<file path="src/rtl/rice_stream_packer_pkg.sv">
// Shared definitions for the Rice coding blocks: command encodings, packer FSM
// states and the default word / Rice-parameter widths.
package rice_pkg;

  localparam int WORD_W_DEF = 16;
  localparam int Q_W_DEF    = 16;
  localparam int K_W_DEF    = 5;
  localparam int ADDR_W_DEF = 16;
  localparam int CNT_W_DEF  = 32;

  typedef enum logic [1:0] {
    CMD_CODE  = 2'b00,
    CMD_PARAM = 2'b01,
    CMD_FLUSH = 2'b10,
    CMD_RSVD  = 2'b11
  } cmd_e;

  typedef enum logic [2:0] {
    ST_IDLE,
    ST_CODE,
    ST_ZERO,
    ST_TAIL,
    ST_PARAM,
    ST_FLUSH,
    ST_FLUSH_WAIT
  } state_e;

endpackage

</file>
<file path="src/rtl/rice_stream_packer_if.sv">
// Command input and word output handshakes of the Rice stream packer.
// The slave modport is the packer's view; master is the surrounding pipeline's.
interface rice_stream_packer_if
  import rice_pkg::*;
#(
  parameter int WORD_W = WORD_W_DEF,
  parameter int Q_W    = Q_W_DEF,
  parameter int K_W    = K_W_DEF,
  parameter int ADDR_W = ADDR_W_DEF,
  parameter int CNT_W  = CNT_W_DEF
);
  logic              iValid;
  logic              oReady;
  logic [1:0]        iCmd;
  logic [Q_W-1:0]    iQuotient;
  logic [WORD_W-2:0] iRemainder;
  logic [K_W-1:0]    iRiceParam;
  logic              oValid;
  logic              iReady;
  logic [WORD_W-1:0] oData;
  logic [ADDR_W-1:0] oAddress;
  logic              oLast;
  logic              oFlushDone;
  logic [CNT_W-1:0]  oBitCount;

  modport slave (
    input  iValid, iCmd, iQuotient, iRemainder, iRiceParam, iReady,
    output oReady, oValid, oData, oAddress, oLast, oFlushDone, oBitCount
  );

  modport master (
    output iValid, iCmd, iQuotient, iRemainder, iRiceParam, iReady,
    input  oReady, oValid, oData, oAddress, oLast, oFlushDone, oBitCount
  );
endinterface

</file>
<file path="src/rtl/rice_bit_accumulator.sv">
// 2*WORD_W left-aligned bit accumulator: appends variable-length fields below
// the valid bits and pops the top word. Bits below the fill point stay zero.
module rice_bit_accumulator #(
  parameter int WORD_W = 16,
  parameter int LEN_W  = $clog2(2 * WORD_W)
) (
  input  logic              clk,
  input  logic              rst_n,
  input  logic              append_i,
  input  logic [LEN_W-1:0]  append_len_i,
  input  logic [WORD_W-1:0] append_data_i,
  input  logic              pop_i,
  output logic [WORD_W-1:0] word_o,
  output logic [LEN_W-1:0]  fill_o
);
  localparam int ACC_W = 2 * WORD_W;
  localparam int SH_W  = LEN_W + 1;

  logic [ACC_W-1:0] acc_q, acc_d;
  logic [LEN_W-1:0] fill_q, fill_d;
  logic [ACC_W-1:0] mask;
  logic [SH_W-1:0]  shift;

  // NOTE: every signal written here gets a default first, so no path leaves
  // one unassigned and no latch is inferred.
  always_comb begin
    acc_d  = acc_q;
    fill_d = fill_q;
    mask   = (ACC_W'(1) << append_len_i) - ACC_W'(1);
    shift  = SH_W'(ACC_W) - SH_W'(fill_q) - SH_W'(append_len_i);
    if (append_i) begin
      acc_d  = acc_q | ((ACC_W'(append_data_i) & mask) << shift);
      fill_d = fill_q + append_len_i;
    end else if (pop_i) begin
      // A pop below one full word is the flush pad: the zero tail comes along.
      acc_d  = acc_q << WORD_W;
      fill_d = (fill_q >= LEN_W'(WORD_W)) ? fill_q - LEN_W'(WORD_W) : '0;
    end
  end

  // NOTE: sequential state uses non-blocking assignments so every register
  // samples the pre-edge values regardless of statement order.
  always_ff @(posedge clk or negedge rst_n) begin
    if (!rst_n) begin
      acc_q  <= '0;
      fill_q <= '0;
    end else begin
      acc_q  <= acc_d;
      fill_q <= fill_d;
    end
  end

  assign word_o = acc_q[ACC_W-1 -: WORD_W];
  assign fill_o = fill_q;
endmodule

</file>
<file path="src/rtl/rice_stream_packer.sv">
// Packs Rice codewords, Rice-parameter fields and flush padding into WORD_W-bit
// words on a valid/ready output carrying the word index within the frame.
module rice_stream_packer
  import rice_pkg::*;
#(
  parameter int WORD_W = WORD_W_DEF,
  parameter int Q_W    = Q_W_DEF,
  parameter int K_W    = K_W_DEF,
  parameter int ADDR_W = ADDR_W_DEF,
  parameter int CNT_W  = CNT_W_DEF
) (
  input logic                 iClock,
  input logic                 iReset_n,
  rice_stream_packer_if.slave bus
);
  localparam int LEN_W = $clog2(2 * WORD_W);

  state_e            state_q;
  logic [Q_W-1:0]    zrem_q;
  logic [WORD_W-2:0] rem_q;
  logic [K_W-1:0]    field_q;
  logic [WORD_W-1:0] out_data_q;
  logic [ADDR_W-1:0] addr_q;
  logic              out_valid_q, out_last_q, done_q;
  logic [CNT_W-1:0]  cnt_q, bitcnt_q;

  logic [LEN_W-1:0]  fill, app_len, k_sat;
  logic [WORD_W-1:0] app_data, acc_word, k_bit;
  logic              fill_low, hold_free, append, pop, accept, flush_done;

  rice_bit_accumulator #(.WORD_W(WORD_W), .LEN_W(LEN_W)) u_acc (
    .clk          (iClock),
    .rst_n        (iReset_n),
    .append_i     (append),
    .append_len_i (app_len),
    .append_data_i(app_data),
    .pop_i        (pop),
    .word_o       (acc_word),
    .fill_o       (fill)
  );

  always_comb begin
    fill_low  = (fill < LEN_W'(WORD_W));
    hold_free = !out_valid_q || bus.iReady;
    k_sat     = (int'(field_q) > WORD_W - 1) ? LEN_W'(WORD_W - 1) : LEN_W'(field_q);
    k_bit     = WORD_W'(1) << k_sat;
    append    = 1'b0;
    app_len   = '0;
    app_data  = '0;
    unique case (state_q)
      ST_ZERO: begin
        append  = fill_low;
        app_len = (zrem_q > Q_W'(WORD_W)) ? LEN_W'(WORD_W) : LEN_W'(zrem_q);
      end
      ST_TAIL: begin
        append   = fill_low;
        app_len  = k_sat + LEN_W'(1);
        app_data = k_bit | (WORD_W'(rem_q) & (k_bit - WORD_W'(1)));
      end
      ST_PARAM: begin
        append   = fill_low;
        app_len  = LEN_W'(K_W);
        app_data = WORD_W'(field_q);
      end
      default: ;
    endcase
    pop        = hold_free && (!fill_low || (state_q == ST_FLUSH && fill != '0));
    flush_done = (state_q == ST_FLUSH && fill == '0 && hold_free) ||
                 (state_q == ST_FLUSH_WAIT && out_valid_q && bus.iReady);
  end

  assign bus.oReady = (state_q == ST_IDLE) && fill_low;
  assign accept     = bus.iValid && bus.oReady;

  always_ff @(posedge iClock or negedge iReset_n) begin
    if (!iReset_n) begin
      state_q     <= ST_IDLE;
      zrem_q      <= '0;
      rem_q       <= '0;
      field_q     <= '0;
      out_data_q  <= '0;
      addr_q      <= '0;
      out_valid_q <= 1'b0;
      out_last_q  <= 1'b0;
      done_q      <= 1'b0;
      cnt_q       <= '0;
      bitcnt_q    <= '0;
    end else begin
      done_q <= flush_done;
      if (pop) begin
        out_data_q  <= acc_word;
        out_valid_q <= 1'b1;
        out_last_q  <= fill_low;
      end else if (out_valid_q && bus.iReady) begin
        out_valid_q <= 1'b0;
        out_last_q  <= 1'b0;
      end
      if (flush_done)                     addr_q <= '0;
      else if (out_valid_q && bus.iReady) addr_q <= addr_q + ADDR_W'(1);
      if (flush_done) begin
        bitcnt_q <= cnt_q;
        cnt_q    <= '0;
      end else if (append) begin
        cnt_q <= cnt_q + CNT_W'(app_len);
      end

      unique case (state_q)
        ST_IDLE: if (accept) begin
          case (bus.iCmd)
            CMD_CODE: begin
              zrem_q  <= bus.iQuotient;
              rem_q   <= bus.iRemainder;
              field_q <= bus.iRiceParam;
              state_q <= ST_CODE;
            end
            CMD_PARAM: begin
              field_q <= bus.iRiceParam;
              state_q <= ST_PARAM;
            end
            CMD_FLUSH: state_q <= ST_FLUSH;
            default:   ;
          endcase
        end
        ST_CODE: state_q <= (zrem_q != '0) ? ST_ZERO : ST_TAIL;
        ST_ZERO: if (fill_low) begin
          zrem_q <= zrem_q - Q_W'(app_len);
          if (zrem_q <= Q_W'(WORD_W)) state_q <= ST_TAIL;
        end
        ST_TAIL, ST_PARAM: if (fill_low) state_q <= ST_IDLE;
        ST_FLUSH: if (fill_low && hold_free) state_q <= (fill != '0) ? ST_FLUSH_WAIT : ST_IDLE;
        ST_FLUSH_WAIT: if (out_valid_q && bus.iReady) state_q <= ST_IDLE;
        default: state_q <= ST_IDLE;
      endcase
    end
  end

  assign bus.oValid     = out_valid_q;
  assign bus.oData      = out_data_q;
  assign bus.oAddress   = addr_q;
  assign bus.oLast      = out_last_q;
  assign bus.oFlushDone = done_q;
  assign bus.oBitCount  = bitcnt_q;
endmodule

</file>
<file path="src/flat_wrapper.sv">
// flat-port wrapper written by rule: the top's interface ports become plain ports
module rice_stream_packer_flat import rice_pkg::*;
#(
  parameter int WORD_W = WORD_W_DEF,
  parameter int Q_W    = Q_W_DEF,
  parameter int K_W    = K_W_DEF,
  parameter int ADDR_W = ADDR_W_DEF,
  parameter int CNT_W  = CNT_W_DEF
)
  (iClock, iReset_n, bus_iValid, bus_iCmd, bus_iQuotient, bus_iRemainder, bus_iRiceParam, bus_iReady, bus_oReady, bus_oValid, bus_oData, bus_oAddress, bus_oLast, bus_oFlushDone, bus_oBitCount);
  rice_stream_packer_if #(.WORD_W(WORD_W), .Q_W(Q_W), .K_W(K_W), .ADDR_W(ADDR_W), .CNT_W(CNT_W)) bus_i ();
  input logic iClock;
  input logic iReset_n;
  input wire logic [$bits(bus_i.iValid)-1:0] bus_iValid;
  input wire logic [$bits(bus_i.iCmd)-1:0] bus_iCmd;
  input wire logic [$bits(bus_i.iQuotient)-1:0] bus_iQuotient;
  input wire logic [$bits(bus_i.iRemainder)-1:0] bus_iRemainder;
  input wire logic [$bits(bus_i.iRiceParam)-1:0] bus_iRiceParam;
  input wire logic [$bits(bus_i.iReady)-1:0] bus_iReady;
  output wire logic [$bits(bus_i.oReady)-1:0] bus_oReady;
  output wire logic [$bits(bus_i.oValid)-1:0] bus_oValid;
  output wire logic [$bits(bus_i.oData)-1:0] bus_oData;
  output wire logic [$bits(bus_i.oAddress)-1:0] bus_oAddress;
  output wire logic [$bits(bus_i.oLast)-1:0] bus_oLast;
  output wire logic [$bits(bus_i.oFlushDone)-1:0] bus_oFlushDone;
  output wire logic [$bits(bus_i.oBitCount)-1:0] bus_oBitCount;
  assign bus_i.iValid = bus_iValid;
  assign bus_i.iCmd = bus_iCmd;
  assign bus_i.iQuotient = bus_iQuotient;
  assign bus_i.iRemainder = bus_iRemainder;
  assign bus_i.iRiceParam = bus_iRiceParam;
  assign bus_i.iReady = bus_iReady;
  assign bus_oReady = bus_i.oReady;
  assign bus_oValid = bus_i.oValid;
  assign bus_oData = bus_i.oData;
  assign bus_oAddress = bus_i.oAddress;
  assign bus_oLast = bus_i.oLast;
  assign bus_oFlushDone = bus_i.oFlushDone;
  assign bus_oBitCount = bus_i.oBitCount;
  rice_stream_packer #(.WORD_W(WORD_W), .Q_W(Q_W), .K_W(K_W), .ADDR_W(ADDR_W), .CNT_W(CNT_W)) u_core (.iClock(iClock), .iReset_n(iReset_n), .bus(bus_i));
endmodule
</file>
<file path="config.mk">
export PLATFORM = sky130hd
export DESIGN_NAME = rice_stream_packer_flat
export DESIGN_NICKNAME = d
export VERILOG_FILES = /design/src/rtl/rice_stream_packer_pkg.sv /design/src/rtl/rice_stream_packer_if.sv /design/src/rtl/rice_bit_accumulator.sv /design/src/rtl/rice_stream_packer.sv /design/src/flat_wrapper.sv
export SDC_FILE = /design/constraint.sdc
export NUM_CORES = 1
export LEC_CHECK = 0
export BUFFER_PORTS_ARGS = -buffer_cell sky130_fd_sc_hd__buf_4
export CAP_MARGIN = 20
export CORE_AREA = 2 2 216 218
export CTS_CLUSTER_DIAMETER = 100
export DETAILED_ROUTE_END_ITERATION = 16
export DIE_AREA = 0 0 218 220
export SYNTH_ARGS = -nofsm -noshare
export SYNTH_HDL_FRONTEND = slang
export SYNTH_HIERARCHICAL = 1
export SYNTH_SLANG_ARGS = --single-unit
</file>
<file path="constraint.sdc">
create_clock -name iClock -period 5.25 [get_ports iClock]
set_input_delay 0.525 -clock iClock [delete_from_list [all_inputs] [get_ports iClock]]
set_output_delay 0.525 -clock iClock [all_outputs]
set_load 0.005 [all_outputs]
</file>
==> out/qor.yml <==
synth_commonest_cells: "nand2_1 (188), dfrtp_1 (175), nor2_1 (84), a21oi_1 (74), o21ai_0 (66)"
cp_cell_sequence: "or3_1, or3_1, a211o_1, nor2_2, a221o_1, inv_1, ha_1, ha_1, a21o_1, a21oi_1, xnor2_1, nor2_1, nand3_1, o32ai_2, or3_1"
slowest_stage: "xnor2_1"
ioPinCount: 110
htreeDepth: 4
seqPwrFrac_pct: 29.5
crit_type: "reg2reg"
die_area_um2: 48000
postCtsHoldBufs: 0
netlist_area_um2: 11300
timing.hold.ws_ps: 107
antenna_cells: 0
grt_pass1_wl_um: 54200
cts-root-buf: "clkbuf_16"
p_clk_share_pct: 19.1
ys.flop_type: "dfrtp_1"
crit_cells: 15
via_count: 10100
num-nets-final: 1444
r2r-end: "u_core/u_acc/acc_q[16]"
synth.area.top_cells: "dfrtp_1 (39%), nand2_1 (6.2%), ha_1 (4.0%)"
combPwrFrac_pct: 51.4
clk_pin_slew_ps: 70
yosysMostFrequentCell: "nand2_1"
drive_gt1_share_pct: 19.6
rsz0062_at_grt: "true"
syn_area_per_cell_um2: 8.82
netlist_instances: 1282
rows: 79
ys.warnings.count: 6
worst-r2r-setup-slack_ps: 250
r2r_cells: 15
globalRouteOverflowTotal: 0
dp_worst_setup_slack_ps: 147
leakage_uw: 0.00575
core-area_um2: 45900
dp_hpwl_um: 24600
peakVddDrop_mv: 0.316
intPower_uw: 3620
p_switching_uw: 2960
die_width_um: 218
synthArstFlopShare_pct: 100
cts_sinks: 175
port_buffers: 109
fmax_mhz: 200
yosys.area.top_type_share_pct: 38.7
grt_pass1_vias: 9714
antenna_found_initial: 0
final_antenna_net_count: 0
setup_slack_ps: 251
p_per_area_nw_per_um2: 492
cts_max_path_buffers: 2
crit_arrival_ps: 5350
power_switching_share_pct: 45.0
start_util_pct: 24.7
synth.net_count: 1364
hold_viol: 0
skew_ps: 13.5
fin_crit_sh_pct: 95.2
rr_startpoint: "u_core/zrem_q[5]"
dieHeight_um: 220
dpl_cell_area_um2: 12800
wirelength_um: 33700
ys_seq_elements: 175
yosys.area.top_type: "dfrtp_1"
clk_latency_ps: 480
cts_made_buffers: 17
worst_pin_slew_ps: 940
path_max_fanout: 8
seq_area_frac_synth_pct: 38.7
critPathRequiredTime_ps: 5600
critPathCaptureType: "flop"
drc_errors: 0
ys_types: 92
slew_violations: 0
fillers: 4918
track_usage_pct: 14.3
power_uw: 6590
setup_violations: 0
tritoncts: "done"
hp-class: "in2async"
crit_buf_inv: 1
dr.first_iter.drc_count: 888
dr.pass1.iters: 5
grt_max_degree: 87
synth_edf_count: 0
crit_family: "simple AND/OR/NAND/NOR gates"
start_kind: "flop"
slowest_delay_ps: 670
cpMostUsedCell: "or3_1"
period_minus_slack_ps: 5000
vias_per_cell: 5.10
wl_per_cell_um: 17.0
status: "complete, no violations"
place_congestion: 0.900
slew_headroom_pct: 37.3
drv_cap: 0
critPathLaunch: "u_core/zrem_q[5]"
endpoint: "u_core/u_acc/acc_q[16]"
final_cell_area_um2: 13400
syn_to_final_growth_pct: 18.4
-- logic make-up (layout without fill, tap and decap cells) --
logic type | Yosys count | in the layout | share of synthesized area, %
simple gates | 496 | 496 | 21.9
compound gates | 352 | 352 | 21.6
flops | 175 | 175 | 38.7
buf+inv | 135 | 227 | 5.36
mux | 57 | 57 | 5.59
fa+ha+maj | 40 | 40 | 4.69
xor+xnor | 27 | 27 | 2.09
-- stage by stage --
stage          setup TNS (ps)  util, %  std cells
6_report                    0     29.2       1981
5_1_grt                 -32.1     29.2       1981
4_1_cts                     0     29.1       1981
3_3_place_gp                0     27.9       1950
3_5_place_dp                0     27.9       1950
2_1_floorplan               0        -       1282
-- power groups by stage --
stage / sequential (µW) / combinational, µW / clock (µW)
3_5_place_dp: 1970 / 3330 / 0
4_1_cts: 1940 / 3350 / 1320
5_1_grt: 1990 / 3730 / 1370
2_1_floorplan: 1890 / 2310 / 0
6_report: 1940 / 3380 / 1260
3_3_place_gp: 1950 / 3310 / 0
-- how the worst min path moves through the flow --
stage,start,to,cells after the start
4_1_cts,iReset_n,u_core/u_acc/acc_q[31],1
2_1_floorplan,iReset_n,u_core/bus.oAddress[0],0
6_report,iReset_n,u_core/u_acc/acc_q[31],1
3_3_place_gp,u_core/u_acc/acc_q[13],u_core/u_acc/acc_q[13],2
3_5_place_dp,u_core/u_acc/acc_q[13],u_core/u_acc/acc_q[13],2
5_1_grt,iReset_n,u_core/bus.oData[11],1
-- flip-flops by register name, indices dropped and copies added (netlist names) --
| register | count |
|---|---|
| u_core/state_q | 3 |
| u_core/bus.oData | 16 |
| u_core/bus.oFlushDone | 1 |
| u_core/bus.oLast | 1 |
| u_core/u_acc/fill_o | 5 |
| u_core/u_acc/acc_q | 32 |
| u_core/cnt_q | 32 |
| u_core/bus.oAddress | 16 |
| u_core/zrem_q | 16 |
| u_core/field_q | 5 |
| u_core/bus.oBitCount | 32 |
| u_core/bus.oValid | 1 |
| u_core/rem_q | 15 |
-- routing by layer --
layer / wire length (µm) / part of all wire (%) / track usage, %
met5: 0 / 0 / 0
met4: 630 / 1.9 / 4.85
met3: 1530 / 4.5 / 2.95
met2: 15500 / 46 / 22.4
met1: 16000 / 48 / 19.5
-- timing repair --
| action | 4_1_cts | 5_1_grt |
|---|---|---|
| gates resized for setup | 0 | 8 |
| buffers inserted | 0 | 0 |
| setup endpoints to repair | 0 | 25 |
-- cell type report --
cell class | count | area, µm² | area share, %
multi-input cells | 972 | 6380 | 47.6
flip-flops and latches | 175 | 4380 | 32.7
repair buffers | 153 | 1150 | 8.60
well taps | 607 | 759 | 5.67
clock buffers | 18 | 429 | 3.20
inverters | 43 | 161 | 1.21
clock inverters | 13 | 133 | 0.990
-- cells in the final DEF (no fill, tap or decap), drive strengths merged, types with 22 or more instances in the layout --
cell | Yosys | layout
buf | 47 | 153
ha | 36 | 36
inv | 40 | 46
nand2 | 188 | 188
dfrtp | 175 | 175
o21ai | 71 | 71
nor2 | 86 | 86
mux2 | 39 | 39
o31ai | 30 | 30
nor3 | 31 | 31
xnor2 | 22 | 22
a21oi | 74 | 74
nand3 | 38 | 38
or4 | 23 | 23
-- worst reg2reg max path, cell delays in order, from the launching register on --
cell and delay, ps:
dfrtp_1 440, or3_1 500, or3_1 480, a211o_1 330
nor2_2 250, a221o_1 270, inv_1 120, ha_1 420
ha_1 320, a21o_1 110, a21oi_1 100, xnor2_1 670
nor2_1 170, nand3_1 230, o32ai_2 130, or3_1 330
Note: power is estimated with default switching activity, not from simulation.
